===== config.mk =====
export PLATFORM = sky130hd
export DESIGN_NAME = color_scan_sequencer
export DESIGN_NICKNAME = d
export VERILOG_FILES = /design/src/rtl/color_pkg.sv /design/src/rtl/edge_counter.sv /design/src/rtl/color_scan_sequencer.sv
export SDC_FILE = /design/constraint.sdc
export NUM_CORES = 1
export LEC_CHECK = 0
export CAP_MARGIN = 40
export CORE_ASPECT_RATIO = 1.5
export CORE_MARGIN = 2
export CORE_UTILIZATION = 40
export CTS_BUF_LIST = sky130_fd_sc_hd__clkbuf_4
export CTS_CLUSTER_DIAMETER = 80
export DETAILED_ROUTE_END_ITERATION = 10
export MAX_ROUTING_LAYER = met4
export PLACE_DENSITY = 0.69
export SETUP_SLACK_MARGIN = 0.4
export SYNTH_ARGS = -nofsm -noshare
export SYNTH_HDL_FRONTEND = slang
export SYNTH_SLANG_ARGS = --single-unit

===== constraint.sdc =====
create_clock -name clk -period 15.3 [get_ports clk]
set_clock_uncertainty 0.05 [all_clocks]
set_input_delay 3.06 -clock clk [delete_from_list [all_inputs] [get_ports clk]]
set_output_delay 3.06 -clock clk [all_outputs]
set_load 0.005 [all_outputs]

===== src/rtl/color_pkg.sv =====
// Shared types and code constants for the colour-sensor scan sequencer.
// Channel order and sensor filter-pin encodings live here so the bench and RTL agree.
package color_pkg;

   typedef enum logic [1:0] {
      ST_IDLE,
      ST_SETTLE,
      ST_MEASURE,
      ST_CLASSIFY
   } state_t;

   typedef enum logic [1:0] {
      CH_RED,
      CH_GREEN,
      CH_BLUE,
      CH_CLEAR
   } channel_t;

   localparam logic [1:0] FILT_RED   = 2'b00;
   localparam logic [1:0] FILT_BLUE  = 2'b01;
   localparam logic [1:0] FILT_CLEAR = 2'b10;
   localparam logic [1:0] FILT_GREEN = 2'b11;

   localparam logic [1:0] COLOR_NONE  = 2'd0;
   localparam logic [1:0] COLOR_RED   = 2'd1;
   localparam logic [1:0] COLOR_GREEN = 2'd2;
   localparam logic [1:0] COLOR_BLUE  = 2'd3;

   function automatic logic [1:0] filter_code(input channel_t ch);
      case (ch)
         CH_RED:   return FILT_RED;
         CH_GREEN: return FILT_GREEN;
         CH_BLUE:  return FILT_BLUE;
         default:  return FILT_CLEAR;
      endcase
   endfunction

   function automatic channel_t next_channel(input channel_t ch);
      case (ch)
         CH_RED:   return CH_GREEN;
         CH_GREEN: return CH_BLUE;
         default:  return CH_CLEAR;
      endcase
   endfunction

endpackage


===== src/rtl/edge_counter.sv =====
// Synchronises the asynchronous sensor square wave and counts its rising edges.
// window_count already includes an edge seen this cycle, so the final window cycle is never lost.
module edge_counter #(
   parameter int CNT_W = 17
) (
   input  logic             clk,
   input  logic             rst,
   input  logic             sensor_freq,
   input  logic             enable,
   input  logic             clear,
   output logic [CNT_W-1:0] window_count
);

   logic             sync_q1;
   logic             sync_q2;
   logic             edge_pulse;
   logic [CNT_W-1:0] count;

   assign edge_pulse   = sync_q1 & ~sync_q2;
   assign window_count = (enable && edge_pulse && (count != '1)) ? count + 1'b1 : count;

   // NOTE: sequential state uses non-blocking assignments so every flop samples pre-edge values.
   always_ff @(posedge clk) begin
      if (rst) begin
         sync_q1 <= 1'b0;
         sync_q2 <= 1'b0;
         count   <= '0;
      end else begin
         sync_q1 <= sensor_freq;
         sync_q2 <= sync_q1;
         if (clear) count <= '0;
         else       count <= window_count;
      end
   end

endmodule


===== src/rtl/color_scan_sequencer.sv =====
// Steps a colour sensor through red, green, blue and clear filters, counts each channel
// over a fixed window, then classifies the dominant colour against the clear channel.
module color_scan_sequencer
   import color_pkg::*;
#(
   parameter int WINDOW_CYCLES = 100000,
   parameter int SETTLE_CYCLES = 1000,
   parameter int CNT_W         = 17,
   parameter int THRESH_PCT    = 40
) (
   input  logic             clk,
   input  logic             rst,
   input  logic             start,
   input  logic             continuous,
   input  logic [1:0]       scale_sel,
   input  logic             sensor_freq,
   output logic [1:0]       s01,
   output logic [1:0]       s23,
   output logic             busy,
   output logic             done,
   output logic [CNT_W-1:0] red_cnt,
   output logic [CNT_W-1:0] green_cnt,
   output logic [CNT_W-1:0] blue_cnt,
   output logic [CNT_W-1:0] clear_cnt,
   output logic [1:0]       color
);

   localparam int MAX_CYC = (WINDOW_CYCLES > SETTLE_CYCLES) ? WINDOW_CYCLES : SETTLE_CYCLES;
   localparam int TMR_W   = $clog2(MAX_CYC + 1);
   localparam int PROD_W  = CNT_W + 7;

   state_t             state, state_next;
   channel_t           channel;
   logic [TMR_W-1:0]   timer;
   logic [CNT_W-1:0]   shadow [4];
   logic [CNT_W-1:0]   window_count;
   logic               accept, settle_end, window_end;
   logic [1:0]         dom_code, color_next;
   logic [CNT_W-1:0]   dom_val;
   logic [PROD_W-1:0]  dom_prod, clr_prod;

   edge_counter #(.CNT_W(CNT_W)) u_edge_counter (
      .clk          (clk),
      .rst          (rst),
      .sensor_freq  (sensor_freq),
      .enable       (state == ST_MEASURE),
      .clear        (window_end),
      .window_count (window_count)
   );

   assign busy = (state != ST_IDLE);

   // NOTE: every always_comb output gets a default first so no path can infer a latch.
   always_comb begin
      state_next = state;
      accept     = (state == ST_IDLE) && (start || (done && continuous));
      settle_end = (state == ST_SETTLE) && (timer == '0);
      window_end = (state == ST_MEASURE) && (timer == '0);
      case (state)
         ST_IDLE:     if (accept) state_next = ST_SETTLE;
         ST_SETTLE:   if (settle_end) state_next = ST_MEASURE;
         ST_MEASURE:  if (window_end) state_next = (channel == CH_CLEAR) ? ST_CLASSIFY : ST_SETTLE;
         ST_CLASSIFY: state_next = ST_IDLE;
         default:     state_next = ST_IDLE;
      endcase
   end

   // Ties favour red, then green, then blue.
   always_comb begin
      dom_code = COLOR_RED;
      dom_val  = shadow[CH_RED];
      if (!((shadow[CH_RED] >= shadow[CH_GREEN]) && (shadow[CH_RED] >= shadow[CH_BLUE]))) begin
         if (shadow[CH_GREEN] >= shadow[CH_BLUE]) begin
            dom_code = COLOR_GREEN;
            dom_val  = shadow[CH_GREEN];
         end else begin
            dom_code = COLOR_BLUE;
            dom_val  = shadow[CH_BLUE];
         end
      end
      dom_prod   = PROD_W'(dom_val) * PROD_W'(100);
      clr_prod   = PROD_W'(shadow[CH_CLEAR]) * PROD_W'(THRESH_PCT);
      color_next = ((shadow[CH_CLEAR] != '0) && (dom_prod >= clr_prod)) ? dom_code : COLOR_NONE;
   end

   // NOTE: the four-entry shadow array is small and must read zero after reset, so it is reset explicitly.
   always_ff @(posedge clk) begin
      if (rst) begin
         state     <= ST_IDLE;
         channel   <= CH_RED;
         timer     <= '0;
         s01       <= 2'b11;
         s23       <= FILT_RED;
         done      <= 1'b0;
         red_cnt   <= '0;
         green_cnt <= '0;
         blue_cnt  <= '0;
         clear_cnt <= '0;
         color     <= COLOR_NONE;
         for (int i = 0; i < 4; i++) shadow[i] <= '0;
      end else begin
         state <= state_next;
         done  <= (state == ST_CLASSIFY);
         if (accept) begin
            s01     <= scale_sel;
            channel <= CH_RED;
            s23     <= FILT_RED;
            timer   <= TMR_W'(SETTLE_CYCLES - 1);
         end else if (settle_end) begin
            timer <= TMR_W'(WINDOW_CYCLES - 1);
         end else if (window_end) begin
            shadow[channel] <= window_count;
            if (channel != CH_CLEAR) begin
               channel <= next_channel(channel);
               s23     <= filter_code(next_channel(channel));
               timer   <= TMR_W'(SETTLE_CYCLES - 1);
            end
         end else if (timer != '0) begin
            timer <= timer - 1'b1;
         end
         if (state == ST_CLASSIFY) begin
            red_cnt   <= shadow[CH_RED];
            green_cnt <= shadow[CH_GREEN];
            blue_cnt  <= shadow[CH_BLUE];
            clear_cnt <= shadow[CH_CLEAR];
            color     <= color_next;
         end
      end
   end

endmodule


==> results of run 1 <==
## layout make-up
class                      count  area [µm²]  share of cell area, %
inverter                      68       255.2                  2.018
sequential                   183        4344                  34.35
multi-input combinational    955        6351                  50.21
tap                          342       427.9                  3.383
antenna                        1       2.502                0.01978
timing repair buffer          96       944.7                  7.469
clock buffer                  17       127.6                  1.009
clock inverter                15       195.2                  1.543
## cells in the mapped netlist (3+ instances only)
| library cell | n |
|---|---|
| sky130_fd_sc_hd__xor2_1 | 29 |
| sky130_fd_sc_hd__a31oi_1 | 4 |
| sky130_fd_sc_hd__nand4_1 | 10 |
| sky130_fd_sc_hd__o21bai_1 | 4 |
| sky130_fd_sc_hd__ha_1 | 158 |
| sky130_fd_sc_hd__nand2_1 | 196 |
| sky130_fd_sc_hd__fa_1 | 13 |
| sky130_fd_sc_hd__and2_1 | 3 |
| sky130_fd_sc_hd__nor4_1 | 4 |
| sky130_fd_sc_hd__o211ai_1 | 4 |
| sky130_fd_sc_hd__or3_1 | 6 |
| sky130_fd_sc_hd__a211o_1 | 4 |
| sky130_fd_sc_hd__or2_2 | 5 |
| sky130_fd_sc_hd__a311oi_1 | 3 |
| sky130_fd_sc_hd__edfxtp_1 | 68 |
| sky130_fd_sc_hd__and3_1 | 4 |
| sky130_fd_sc_hd__o21ai_0 | 40 |
| sky130_fd_sc_hd__nand2b_1 | 15 |
| sky130_fd_sc_hd__clkbuf_1 | 36 |
| sky130_fd_sc_hd__nor2_4 | 10 |
| sky130_fd_sc_hd__nor2_1 | 151 |
| sky130_fd_sc_hd__a211oi_1 | 8 |
| sky130_fd_sc_hd__dfxtp_1 | 115 |
| sky130_fd_sc_hd__xnor2_1 | 28 |
| sky130_fd_sc_hd__inv_1 | 68 |
| sky130_fd_sc_hd__and4_1 | 3 |
| sky130_fd_sc_hd__a21oi_1 | 154 |
| sky130_fd_sc_hd__a41oi_1 | 4 |
| sky130_fd_sc_hd__mux2i_1 | 3 |
| sky130_fd_sc_hd__nor2b_1 | 15 |
| sky130_fd_sc_hd__nor3_1 | 15 |
| sky130_fd_sc_hd__nand3_1 | 16 |
| sky130_fd_sc_hd__buf_1 | 4 |
| sky130_fd_sc_hd__a21o_1 | 19 |
## final timing paths
check	cells past startpoint	end	start
max	34	color[1]	shadow[0][8]
min	2	clear_cnt[9]	clear_cnt[9]
max reg2reg	34	color[1]	shadow[0][8]
min reg2reg	2	clear_cnt[9]	clear_cnt[9]
## registers in the layout, indices dropped and copies added (netlist names), 17 cells and up
signal                count
blue_cnt                 17
clear_cnt                17
green_cnt                17
red_cnt                  17
shadow                   68
timer                    17
u_edge_counter.count     17
## layer usage
metal	wire length, µm	share of wire [%]	vias to the layer above	track usage (%)
met5	0	0	-	-
met4	773	2.7	0	7.384
met3	771	2.7	48	2.900
met2	15140	53	173	36.66
met1	11790	41	4282	22.89
li1	-	-	4464	-
## tightest hold or removal path, stage by stage (launching register included)
cell and delay, ps:
sky130_fd_sc_hd__dfxtp_1 340, sky130_fd_sc_hd__nand2_1 50, sky130_fd_sc_hd__a21oi_1 50
## per-stage QoR
| step | cells | utilization [%] | hold slack, ps | instance area (µm²) | total power [µW] |
|---|---|---|---|---|---|
| after floorplan | 1251 | - | 379.4 | 11140 | 946.6 |
| after global placement | 1638 | 44.86 | 391.5 | 12250 | 1054 |
| after detailed placement | 1644 | 45.12 | 397.2 | 12320 | 1071 |
| after CTS | 1676 | 46.30 | 416.7 | 12650 | 1367 |
| after global routing | 1677 | 46.31 | 434.8 | 12650 | 1459 |
| final | 1677 | 46.31 | 413.4 | 12650 | 1360 |
## cell usage in the layout (no fill, tap or decap), types with 29 or more instances in the layout
cell type and count:
sky130_fd_sc_hd__nand2_1 195, sky130_fd_sc_hd__ha_1 158, sky130_fd_sc_hd__a21oi_1 154, sky130_fd_sc_hd__nor2_1 151, sky130_fd_sc_hd__dfxtp_1 115, sky130_fd_sc_hd__clkdlybuf4s50_1 81, sky130_fd_sc_hd__inv_1 68, sky130_fd_sc_hd__edfxtp_1 68
sky130_fd_sc_hd__o21ai_0 40, sky130_fd_sc_hd__xor2_1 29
## power by group
part           switching (µW)  internal (µW)
Sequential               15.6            518
Combinational             299            231
Clock                     192            104
## cell families (layout without fill, tap and decap cells)
family          Yosys count  after routing  synth area share, %
simple gates            464            464                18.64
buf+inv                 113            196                4.112
flops                   183            183                39.01
compound gates          260            260                13.39
xor+xnor                 57             57                4.483
other cells               0              1                    0
fa+ha+maj               171            171                20.09
mux                       3              3               0.2697
==> results summary, run 1 <==
The maximum operating frequency is 125.3 MHz. The count of port buffers added during placement is 82. In the synthesized netlist the dominant register cell turns out to be sky130_fd_sc_hd__dfxtp_1. The clock tree synthesis step divided the H-tree into 4 levels. The root buffer selected by CTS is sky130_fd_sc_hd__clkbuf_4. Once the clock tree was built, the setup fixing pass inserted 0 buffers. The via density per instance is 5.347. The number of antenna violations at the first check in global routing is 1. The number of synthesized flops with an enable pin came out at 68. The path category of the worst min-delay check is reg -> reg. The largest area contributor in the netlist is sky130_fd_sc_hd__dfxtp_1. The slowest stage of the critical path is the sky130_fd_sc_hd__fa_1 cell. The number of global-route vias before repair came out at 8886.

The number of distinct standard cells referenced by the synthesized netlist came out at 54. The per-cell routed wire length came out at 16.98 µm. The final critical path time including I/O delays and setup is 7980 ps. The required time at the endpoint of the critical path came out at 15810 ps. The setup slack of the critical path after layout is 7320 ps. In this run the cell area of the synthesized design comes to 11140 µm². The number of buffers created by CTS came out at 17. The worst setup path is launched from a flop. For this run, the total global-route usage over all layers was measured as 20.40%. The floorplan die area came out at 29220 µm².

The wire length of the first global-routing pass came out at 45660 µm. The detailed router's first-iteration violation count came out at 510. Sorting the synthesized cells by area gives the leading types as sky130_fd_sc_hd__dfxtp_1 (21%), sky130_fd_sc_hd__edfxtp_1 (18%), sky130_fd_sc_hd__ha_1 (18%). Summed over all layers, the routed wires come to 28480 µm. In this run the core area contains 74 standard-cell rows.

The antenna violation net count after detailed routing is 0. The final hold violation count is 0. TritonCTS built the clock tree.

The number of buffers on the longest clock path is 2. The post-route fraction of the period consumed by the critical path came out at 52.15%. The share of cells above drive strength 1 came out at 5.097%. The signed area change from the synthesized netlist to the final layout is 13.58%. Of the post-synthesis cell area, the dominant cell type holds 20.67%. The standard cell core area came out at 27310 µm².

The die outline width came out at 140.2 µm. Synthesis handed over a netlist of 1251 instances. The routed layout has 8967 vias. At the pin with the least slew margin, the transition time is 905.5 ps. The setup slack after placement came out at 7433 ps. The worst path arrival time is 8480 ps. The number of buffers and inverters on the critical path is 4. After filler insertion, the fill cell instance count of the layout stands at 2641. The global placer's final weighted congestion came out at 0.9340.

The final setup TNS is 0 ps. The max-slew headroom at the worst pin came out at 39.20%. CTS saw 183 sinks. The cell that appears most often on the critical path is sky130_fd_sc_hd__ha_1. The mean instance size in the synthesized netlist is 8.901 µm². The number of buffers inserted by hold repair at cts came out at 0. The flow ran to the end, and the final reports show no timing, DRC or antenna violations. The iteration count of the initial detailed-routing pass is 5.

The number of nets in the synthesized netlist is 1429. Setup repair after global routing left no endpoint under its margin. The number of nets in the layout is 1499.

For this run, the slowest stage of the critical path takes 530 ps. The areal power density over the cells came out at 107.5 nW/µm². For this configuration, the core starts out at a cell density of 40.77%. Counting flops with an async set or reset pin after synthesis yields a share of 0%. In this run the worst path has a maximum fanout of 26. The critical path is of the reg -> reg type. In this run the vertical extent of the chip is 208.4 µm. The detailed-placement wirelength estimate came out at 21990 µm. The number of max-slew violations in the final report came out at 0. Entering global routing, the biggest net connects 70 pins. The max capacitance violation total is 0. Setup slack on the worst reg-to-reg path comes out at 7320 ps. STA classifies the critical path endpoint as a flop. The insertion delay to the later sink of the worst-skew pair came out at 650 ps. The Yosys step of the flow raised 0 warnings. The total of endpoints with negative setup slack in the final report came out at 0. The total of flip-flops plus latches after synthesis is 183. The leakage power of the design is 0.005101 µW. The count of boundary I/O pins came out at 83. The clock slew seen by the registers of the worst setup and hold paths came out at 160 ps.

Across the VDD grid, the largest voltage drop is 0.06922 mV. The global route total overflow came out at 0. The count of unresolved DRC violations after routing came out at 0. The share of the yosys chip area belonging to registers came out at 39.01%. The dominant delay contributor by cell family on the critical path is compound AO/OA/AOI/OAI gates.

The post-cts gate resize count is 0.
No activity file was read; power rests on OpenSTA's default activity.
==> run 2: changes to the inputs <==
- PLACE_DENSITY: 0.69 -> 0.71
- clock period: 15.3 -> 6.77 ns (I/O delays scaled with it)
==> run 2 against run 1 <==
Compared with the run above: non-clock buffer count rose by 124; largest cell class unchanged; first-iteration DRC count rose by 13%; the flow now finishes with violations (negative setup slack); die area did not move; hold slack improved by 1.6 ps; sequential cell count did not move; total power rose to 2.6 times the previous value; critical path type unchanged; core utilization rose by 5.2 points; final area rose by 11%.
==> results summary, run 2 (synthesized netlist as in run 1, its figures left out) <==
The vertical die dimension is 208.4 µm (unchanged). The type of the worst setup path is reg -> reg (unchanged). The share of cells above drive strength 1 came out at 18.12% (was 5.097%). The count of boundary I/O pins came out at 83 (unchanged).

The number of buffers created by CTS came out at 17 (unchanged). The final hold violation count came out at 0 (unchanged). The global-route usage over all layers is 21.70% (was 20.40%).

The global placer's final weighted congestion came out at 0.9235 (was 0.9340). Highest-count cells in the layout ignoring fill and taps: sky130_fd_sc_hd__nand2_1 (194), sky130_fd_sc_hd__nor2_1 (148), sky130_fd_sc_hd__ha_1 (142) (was sky130_fd_sc_hd__nand2_1 (195), sky130_fd_sc_hd__ha_1 (158), sky130_fd_sc_hd__a21oi_1 (154)). The count of port buffers added during placement came to 82 (unchanged). The antenna violation net count after detailed routing is 0 (unchanged). The signed area change from the synthesized netlist to the final layout is 26.31% (was 13.58%).

The per-cell routed wire length came out at 17.00 µm (was 16.98 µm). The most used routing layer is met2 (unchanged). The count of unresolved DRC violations after routing came out at 0 (unchanged). The worst path arrival time came out at 7340 ps (was 8480 ps). The largest net degree at the start of global routing is 70 (unchanged). The terminus of the critical flop-to-flop path was color[1] (unchanged). The number of cells on the worst reg-to-reg path came to 34 (unchanged).

The register with the most flip-flops is shadow (unchanged). The number of fill cells in the layout is 2431 (was 2641). The peak ir drop on the vdd network came out at 0.1532 mV (was 0.06922 mV). The standard cell core area is 27310 µm² (unchanged). The detailed-placement wirelength estimate came out at 23040 µm (was 21990 µm). The worst reg-to-reg setup slack is -70 ps (was 7320 ps). The path category of the worst min-delay check is reg -> reg (unchanged). The number of levels in the clock H-tree is 4 (unchanged). The post-route fraction of the period consumed by the critical path came to 101.0% (was 52.15%). The insertion delay to the later sink of the worst-skew pair is 630 ps (was 650 ps). The total of endpoints with negative setup slack in the final report came out at 2 (was 0). The root buffer selected by CTS is sky130_fd_sc_hd__clkbuf_4 (unchanged). The die outline width was 140.2 µm (unchanged). The max-slew headroom at the worst pin is 40.20% (was 39.20%). The checks that failed: negative setup slack. The floorplan die area was 29220 µm² (unchanged). The met3 capacity usage during global routing is 2.992% (was 2.900%). The areal power density over the cells is 252.5 nW/µm² (was 107.5 nW/µm²).

The biggest cell delay along the critical path came out at 560 ps (was 530 ps). The leakage power of the design came out at 0.005769 µW (was 0.005101 µW). The post-layout utilization of the core came to 51.50% (was 46.31%). The hold path startpoint is blue_cnt[16] (was clear_cnt[9]).

The worst hold slack across all endpoints came out at 415.0 ps (was 413.4 ps). RSZ-0062 raised after global routing: true (was false). The instance count along the most critical hold path is 2 (unchanged). The effective utilization at floorplan came to 40.77% (unchanged). The number of max-slew violations in the final report is 0 (unchanged).

The slowest cell on the critical path is sky130_fd_sc_hd__fa_1 (unchanged). The global route total overflow came out at 0 (unchanged). The pin slew with the least headroom to its limit is 897.0 ps (was 905.5 ps). The number of nets in the layout is 1623 (was 1499). The iteration count of the initial detailed-routing pass came to 5 (unchanged).

The row count came out at 74 (unchanged). The final critical path time including I/O delays and setup was 6836 ps (was 7980 ps). The kind of end point of the critical path was a flop (unchanged). The setup slack of the critical path after layout came out at -66.02 ps (was 7320 ps). The launching element of the worst setup path was shadow[0][8] (unchanged). The via density per instance was 5.325 (was 5.347). The post-detailed-routing wire length came to 30610 µm (was 28480 µm).

The total number of clock tree sinks was 183 (unchanged). The met2 usage is 39.69% (was 36.66%). The startpoint type of the worst setup path is a flop (unchanged).

The leading cell type in the layout, fill and taps excluded is sky130_fd_sc_hd__nand2_1 (unchanged). The startpoint of the most critical register-to-register path is shadow[0][8] (unchanged). The detailed router's first-iteration violation count is 577 (was 510).

The clock slew seen by the registers of the worst setup and hold paths is 160 ps (about the same). The maximum operating frequency came out at 146.3 MHz (was 125.3 MHz). The number of vias after detailed routing was 9585 (was 8967). The largest fanout of any net on the critical path was 7 (was 26). The max capacitance violation total came to 0 (unchanged). The number of global-route vias before repair came out at 9725 (was 8886).

The TritonCTS clock tree is built (unchanged). The worst-case hold path end point is blue_cnt[16] (was clear_cnt[9]). The required time at the endpoint of the critical path is 7270 ps (was 15810 ps). The number of buffers on the longest clock path came out at 2 (unchanged). The met1 usage in global routing came out at 22.54% (was 22.89%). The number of antenna violations at the first check in global routing was 1 (unchanged). Result of the run: finished with violations (was complete, no violations).

The number of flip-flops under the largest register name came out at 68 (unchanged). The wire length of the first global-routing pass is 48440 µm (was 45660 µm).
-- run 2: cell types whose count changed in the layout (fill, tap and decap cells not counted), sizes merged --
cell and delta:
clkinvlp -1, clkinv -4, buf +124, inv +1
bufinv +1, clkbuf +2
-- run 2: cell type report --
| type | instances | area (µm²) | share of cell area (%) |
|---|---|---|---|
| repair buffers | 220 | 1931 | 13.73 |
| clock inverters | 12 | 167.7 | 1.192 |
| multi-input cells | 955 | 6795 | 48.31 |
| flip-flops and latches | 183 | 4344 | 30.88 |
| clock buffers | 19 | 142.6 | 1.014 |
| inverters | 68 | 255.2 | 1.815 |
| diodes | 1 | 2.502 | 0.01779 |
| well taps | 342 | 427.9 | 3.042 |
-- run 2: metal layers --
metal  up-vias  wire length [µm]
met1      4555             11880
met4         0              1440
met2       224             16370
met5         -                 0
met3        88               912
li1       4718                 -
-- run 2: power breakdown --
group / switching (µW) / total [µW] / leakage, µW / internal (µW)
Clock: 402 / 672 / 0.000164 / 271
Combinational: 861 / 1680 / 0.00398 / 819
Sequential: 29.2 / 1200 / 0.00162 / 1170
Total: 1290 / 3550 / 0.00577 / 2260
-- run 2: critical path: cells and delay by family, from the launching register on --
kind                       cells  cell delay, ps
buffers and inverters          7             780
xor gates and xnor gates       1             130
DFF                            1             470
and+or+nand+nor                5             920
AOI/OAI and AO/OA             15            2800
adders and majority gates      6            1610
-- run 2: through the flow --
stage	setup TNS (ps)	area (µm²)	setup slack [ps]	instances	power, µW
2_1_floorplan	0	11310	256.1	1251	2194
3_3_place_gp	-65.08	13100	-51.46	1734	2591
3_5_place_dp	-325.0	13150	-183.9	1739	2643
4_1_cts	0	13870	169.9	1789	3451
5_1_grt	-591.6	14070	-301.3	1800	3789
6_report	-114.3	14070	-66.02	1800	3552
-- run 2: worst max path at each step --
| stage | to | slack, ps | depth (start not counted) |
|---|---|---|---|
| after floorplan | color[1] | 260 | 35 |
| after CTS | color[1] | 170 | 34 |
| final | color[1] | -70 | 34 |
| after detailed placement | color[1] | -180 | 32 |
| after global routing | color[1] | -300 | 34 |
| after global placement | color[1] | -50 | 32 |
-- run 2: what timing repair did --
action                     4_1_cts  5_1_grt
pin swaps                       37       22
buffers inserted                18       10
gates cloned                     1        0
hold buffers                     0        0
setup endpoints to repair        2        2
hold endpoints to repair         0        0
gates resized for setup         53       25
==> run 3: changes to the inputs <==
- ABC_AREA: not set -> 1
- CORE_ASPECT_RATIO: 1.5 -> 1.25
==> run 3 against run 2 <==
Compared with the run above: the flow now finishes without violations; critical path depth fell by 6; sequential share of layout area rose by 1.6 points; first-iteration DRC count rose by 37%; core utilization fell by 4.4 points; sequential cell count did not move; sequential power rose by 4%; global-route usage fell by 0.35 points; clock power fell by 3.6%; synthesized area rose by 3.3%; register-to-register slack improved by 870 ps; largest power group unchanged.
==> results summary, run 3 <==
The total of flip-flops plus latches after synthesis is 183 (unchanged). Result of the run: complete, no violations (was finished with violations). The global-route usage over all layers is 21.35% (was 21.70%). The cell area after layout came out at 13390 µm² (was 14070 µm²). The total of endpoints with negative setup slack in the final report is 0 (was 2). Commonest cells post-synth: sky130_fd_sc_hd__nand2_1 (227), sky130_fd_sc_hd__nor2_1 (221), sky130_fd_sc_hd__inv_1 (162) (was sky130_fd_sc_hd__nand2_1 (196), sky130_fd_sc_hd__ha_1 (158), sky130_fd_sc_hd__a21oi_1 (154)). The max-slew headroom at the worst pin is 43.02% (was 40.20%). The launching element of the worst setup path is shadow[0][3] (was shadow[0][8]). The detailed router's first-iteration violation count is 790 (was 577). The largest area contributor in the netlist is sky130_fd_sc_hd__dfxtp_1 (unchanged). The share of the synthesized area in the top cell type came out at 20.00% (was 20.67%). The areal power density over the cells is 270.9 nW/µm² (was 252.5 nW/µm²). The count of boundary I/O pins is 83 (unchanged). The share of cells above drive strength 1 came out at 7.325% (was 18.12%). The post-synthesis async set-or-reset flop share is 0% (unchanged).

The register with the most flip-flops is shadow (unchanged). The most common cell in the synthesized netlist is sky130_fd_sc_hd__nand2_1 (unchanged). The number of distinct standard cells referenced by the synthesized netlist came out at 41 (was 54). The number of vias after detailed routing came out at 9998 (was 9585). The global placer's final weighted congestion is 0.9895 (was 0.9235). The effective utilization at floorplan is 40.52% (was 40.77%). The number of antenna violations at the first check in global routing came to 1 (unchanged). The share of the yosys chip area belonging to registers came to 37.75% (was 39.01%). The via density per instance came out at 5.304 (was 5.325).

The standard cell core area came to 28400 µm² (was 27310 µm²). Main area contributors after synthesis: sky130_fd_sc_hd__dfxtp_1 (20%), sky130_fd_sc_hd__edfxtp_1 (18%), sky130_fd_sc_hd__ha_1 (17%) (was sky130_fd_sc_hd__dfxtp_1 (21%), sky130_fd_sc_hd__edfxtp_1 (18%), sky130_fd_sc_hd__ha_1 (18%)). The mean instance size in the synthesized netlist came out at 8.099 µm² (was 8.901 µm²).

The number of global-route vias before repair came to 9731 (was 9725). The leading cell type in the layout, fill and taps excluded was sky130_fd_sc_hd__nand2_1 (unchanged). The clock slew seen by the registers of the worst setup and hold paths is 190 ps (was 160 ps). The number of buffers on the longest clock path is 2 (unchanged). The insertion delay to the later sink of the worst-skew pair came out at 640 ps (was 630 ps).

The startpoint type of the worst setup path is a flop (unchanged). The type of the worst setup path is reg -> reg (unchanged). The count of port buffers added during placement was 82 (unchanged). The terminus of the critical flop-to-flop path is color[0] (was color[1]).

The antenna violation net count after detailed routing was 0 (unchanged). The required time at the endpoint of the critical path is 7240 ps (was 7270 ps). The floorplan die area came out at 30150 µm² (was 29220 µm²). The wire length of the first global-routing pass is 49570 µm (was 48440 µm). Among the stages of the critical path, the cell type that occurs most often is sky130_fd_sc_hd__ha_1. The global route total overflow is 0 (unchanged).

The pin slew with the least headroom to its limit came to 852.7 ps (was 897.0 ps). The end point of the critical path is color[0] (was color[1]). The vertical die dimension is 193.6 µm (was 208.4 µm). Highest-count cells in the layout ignoring fill and taps: sky130_fd_sc_hd__nand2_1 (224), sky130_fd_sc_hd__nor2_1 (218), sky130_fd_sc_hd__inv_1 (157) (was sky130_fd_sc_hd__nand2_1 (194), sky130_fd_sc_hd__nor2_1 (148), sky130_fd_sc_hd__ha_1 (142)).

The number of buffers inserted by hold repair at cts is 0 (unchanged). The row count came out at 69 (was 74). The peak ir drop on the vdd network is 0.1541 mV (was 0.1532 mV). The total of warnings raised by yosys came out at 0 (unchanged).

The count of unresolved DRC violations after routing is 0 (unchanged). The die outline width came to 155.7 µm (was 140.2 µm). The leakage power of the design is 0.005868 µW (was 0.005769 µW). The final critical path time including I/O delays and setup came out at 5970 ps (was 6836 ps). The largest net degree at the start of global routing was 103 (was 70). The slowest cell on the critical path was sky130_fd_sc_hd__edfxtp_1 (was sky130_fd_sc_hd__fa_1). The final hold violation count is 0 (unchanged). The number of fill cells in the layout is 2710 (was 2431).

The number of nets in the layout is 1694 (was 1623). The cell total after placement came out at 1835 (was 1739). The number of flip-flops under the largest register name came to 68 (unchanged).

The largest fanout of any net on the critical path is 22 (was 7). RSZ-0062 raised after global routing: false (was true). The final setup TNS is 0 ps (was -114.3 ps). The number of levels in the clock H-tree came out at 4 (unchanged). The post-synthesis net count is 1599 (was 1429). The detailed-placement wirelength estimate came to 24120 µm (was 23040 µm). The flip-flop cell with the highest count after synthesis is sky130_fd_sc_hd__dfxtp_1 (unchanged). The number of buffers created by CTS is 17 (unchanged). The post-synthesis instance area is 11510 µm² (was 11140 µm²). The kind of end point of the critical path was a flop (unchanged). The number of synthesized flops with an enable pin is 68 (unchanged). The number of max-slew violations in the final report came out at 0 (unchanged). The startpoint of the most critical register-to-register path is shadow[0][3] (was shadow[0][8]). The biggest cell delay along the critical path came to 570 ps (was 560 ps). The worst reg-to-reg setup slack is 800 ps (was -70 ps). The post-route fraction of the period consumed by the critical path came to 88.18% (was 101.0%).

The post-detailed-routing wire length is 31040 µm (was 30610 µm). The path category of the worst min-delay check is reg -> reg (unchanged). The TritonCTS clock tree is built (unchanged). The max capacitance violation total was 0 (unchanged). The maximum operating frequency came out at 167.5 MHz (was 146.3 MHz).

The number of standard cells after synthesis came out at 1421 (was 1251). The final cell count without fillers is 1885 (was 1800). The cell area reported after detailed placement came out at 12770 µm² (was 13150 µm²).

The root buffer selected by CTS is sky130_fd_sc_hd__clkbuf_4 (unchanged). The iteration count of the initial detailed-routing pass came out at 6 (was 5). The total number of clock tree sinks came out at 183 (unchanged). The number of cells on the worst reg-to-reg path came out at 28 (was 34). The signed area change from the synthesized netlist to the final layout came to 16.31% (was 26.31%).

The worst path arrival time was 6440 ps (was 7340 ps). The per-cell routed wire length was 16.46 µm (was 17.00 µm).
==> run 3: cell types whose count changed after synthesis, moves of 9 or more <==
cell,change
sky130_fd_sc_hd__inv_1,+94
sky130_fd_sc_hd__nand3_1,+27
sky130_fd_sc_hd__nor2b_1,-15
sky130_fd_sc_hd__nor2_1,+70
sky130_fd_sc_hd__nand2b_1,-15
sky130_fd_sc_hd__o21ai_0,+63
sky130_fd_sc_hd__a31oi_1,+12
sky130_fd_sc_hd__a21oi_1,-47
sky130_fd_sc_hd__nor2_4,-9
sky130_fd_sc_hd__nor3_1,+18
sky130_fd_sc_hd__nand2_1,+31
sky130_fd_sc_hd__a21o_1,-13
==> run 3: where the power goes <==
part	switching, µW	leakage, µW	internal [µW]
Clock	472	0.000163	176
Sequential	54.8	0.00161	1200
Combinational	1020	0.00410	707
Total	1540	0.00587	2080
==> run 3: final cells by class <==
class / instances / area, µm² / area share, %
antenna: 1 / 2.502 / 0.01870
clock buffer: 17 / 127.6 / 0.9534
clock inverter: 15 / 181.4 / 1.355
inverter: 164 / 619.3 / 4.627
multi-input combinational: 1038 / 6555 / 48.97
sequential: 183 / 4344 / 32.45
tap: 355 / 444.2 / 3.318
timing repair buffer: 111 / 1104 / 8.245
timing repair inverter: 1 / 7.507 / 0.05609
==> run 3: repair_timing <==
| item | 4_1_cts | 5_1_grt |
|---|---|---|
| resized for setup | 0 | 49 |
| endpoints found under the hold margin | 0 | 0 |
| buffers inserted | 0 | 16 |
| endpoints found under the setup margin | 0 | 2 |
==> run 3: kinds of logic (layout without fill, tap and decap cells) <==
kind of cell	Yosys count	in the layout	synth area share [%]
AOI/OAI and AO/OA	245	245	11.26
muxes	2	2	0.1740
buffers and inverters	200	308	6.545
adders and majority gates	171	171	19.44
DFF	183	183	37.75
xor gates and xnor gates	55	55	4.251
and+or+nand+nor	565	565	20.58
other	0	1	0
==> run 3: stage by stage <==
step	power (µW)	setup slack [ps]	util (%)	hold WS, ps
6_report	3626	800.0	47.13	433.4
5_1_grt	3930	337.6	47.13	465.6
4_1_cts	3564	431.3	46.06	438.8
3_5_place_dp	2909	472.0	44.97	405.6
3_3_place_gp	2875	541.0	44.78	408.6
2_1_floorplan	2504	1129	-	396.8
==> run 3: layer usage <==
| metal | routed length (µm) | track usage, % | vias up |
|---|---|---|---|
| met5 | 0 | - | - |
| met4 | 1179 | 9.378 | 0 |
| met3 | 1358 | 2.257 | 78 |
| met2 | 15460 | 36.09 | 292 |
| met1 | 13040 | 25.72 | 4690 |
| li1 | - | - | 4938 |
==> run 3: worst min path at each step <==
stage,from,endpoint,slack (ps),cells past startpoint
6_report,s23[1],s23[1],430,2
3_5_place_dp,s01[1],s01[1],410,2
2_1_floorplan,u_edge_counter.sync_q1,u_edge_counter.sync_q2,400,2
4_1_cts,channel[0],channel[0],440,2
3_3_place_gp,s23[0],s23[0],410,2
5_1_grt,s01[1],s01[1],470,2
==> run 3: critical path: cells and delay by family (launching register included) <==
family                     cells  cell delay [ps]
buffers and inverters          3              300
AOI/OAI and AO/OA              7             1390
DFF                            1              570
xor gates and xnor gates       1              160
and+or+nand+nor               11             1230
adders and majority gates      6             2130
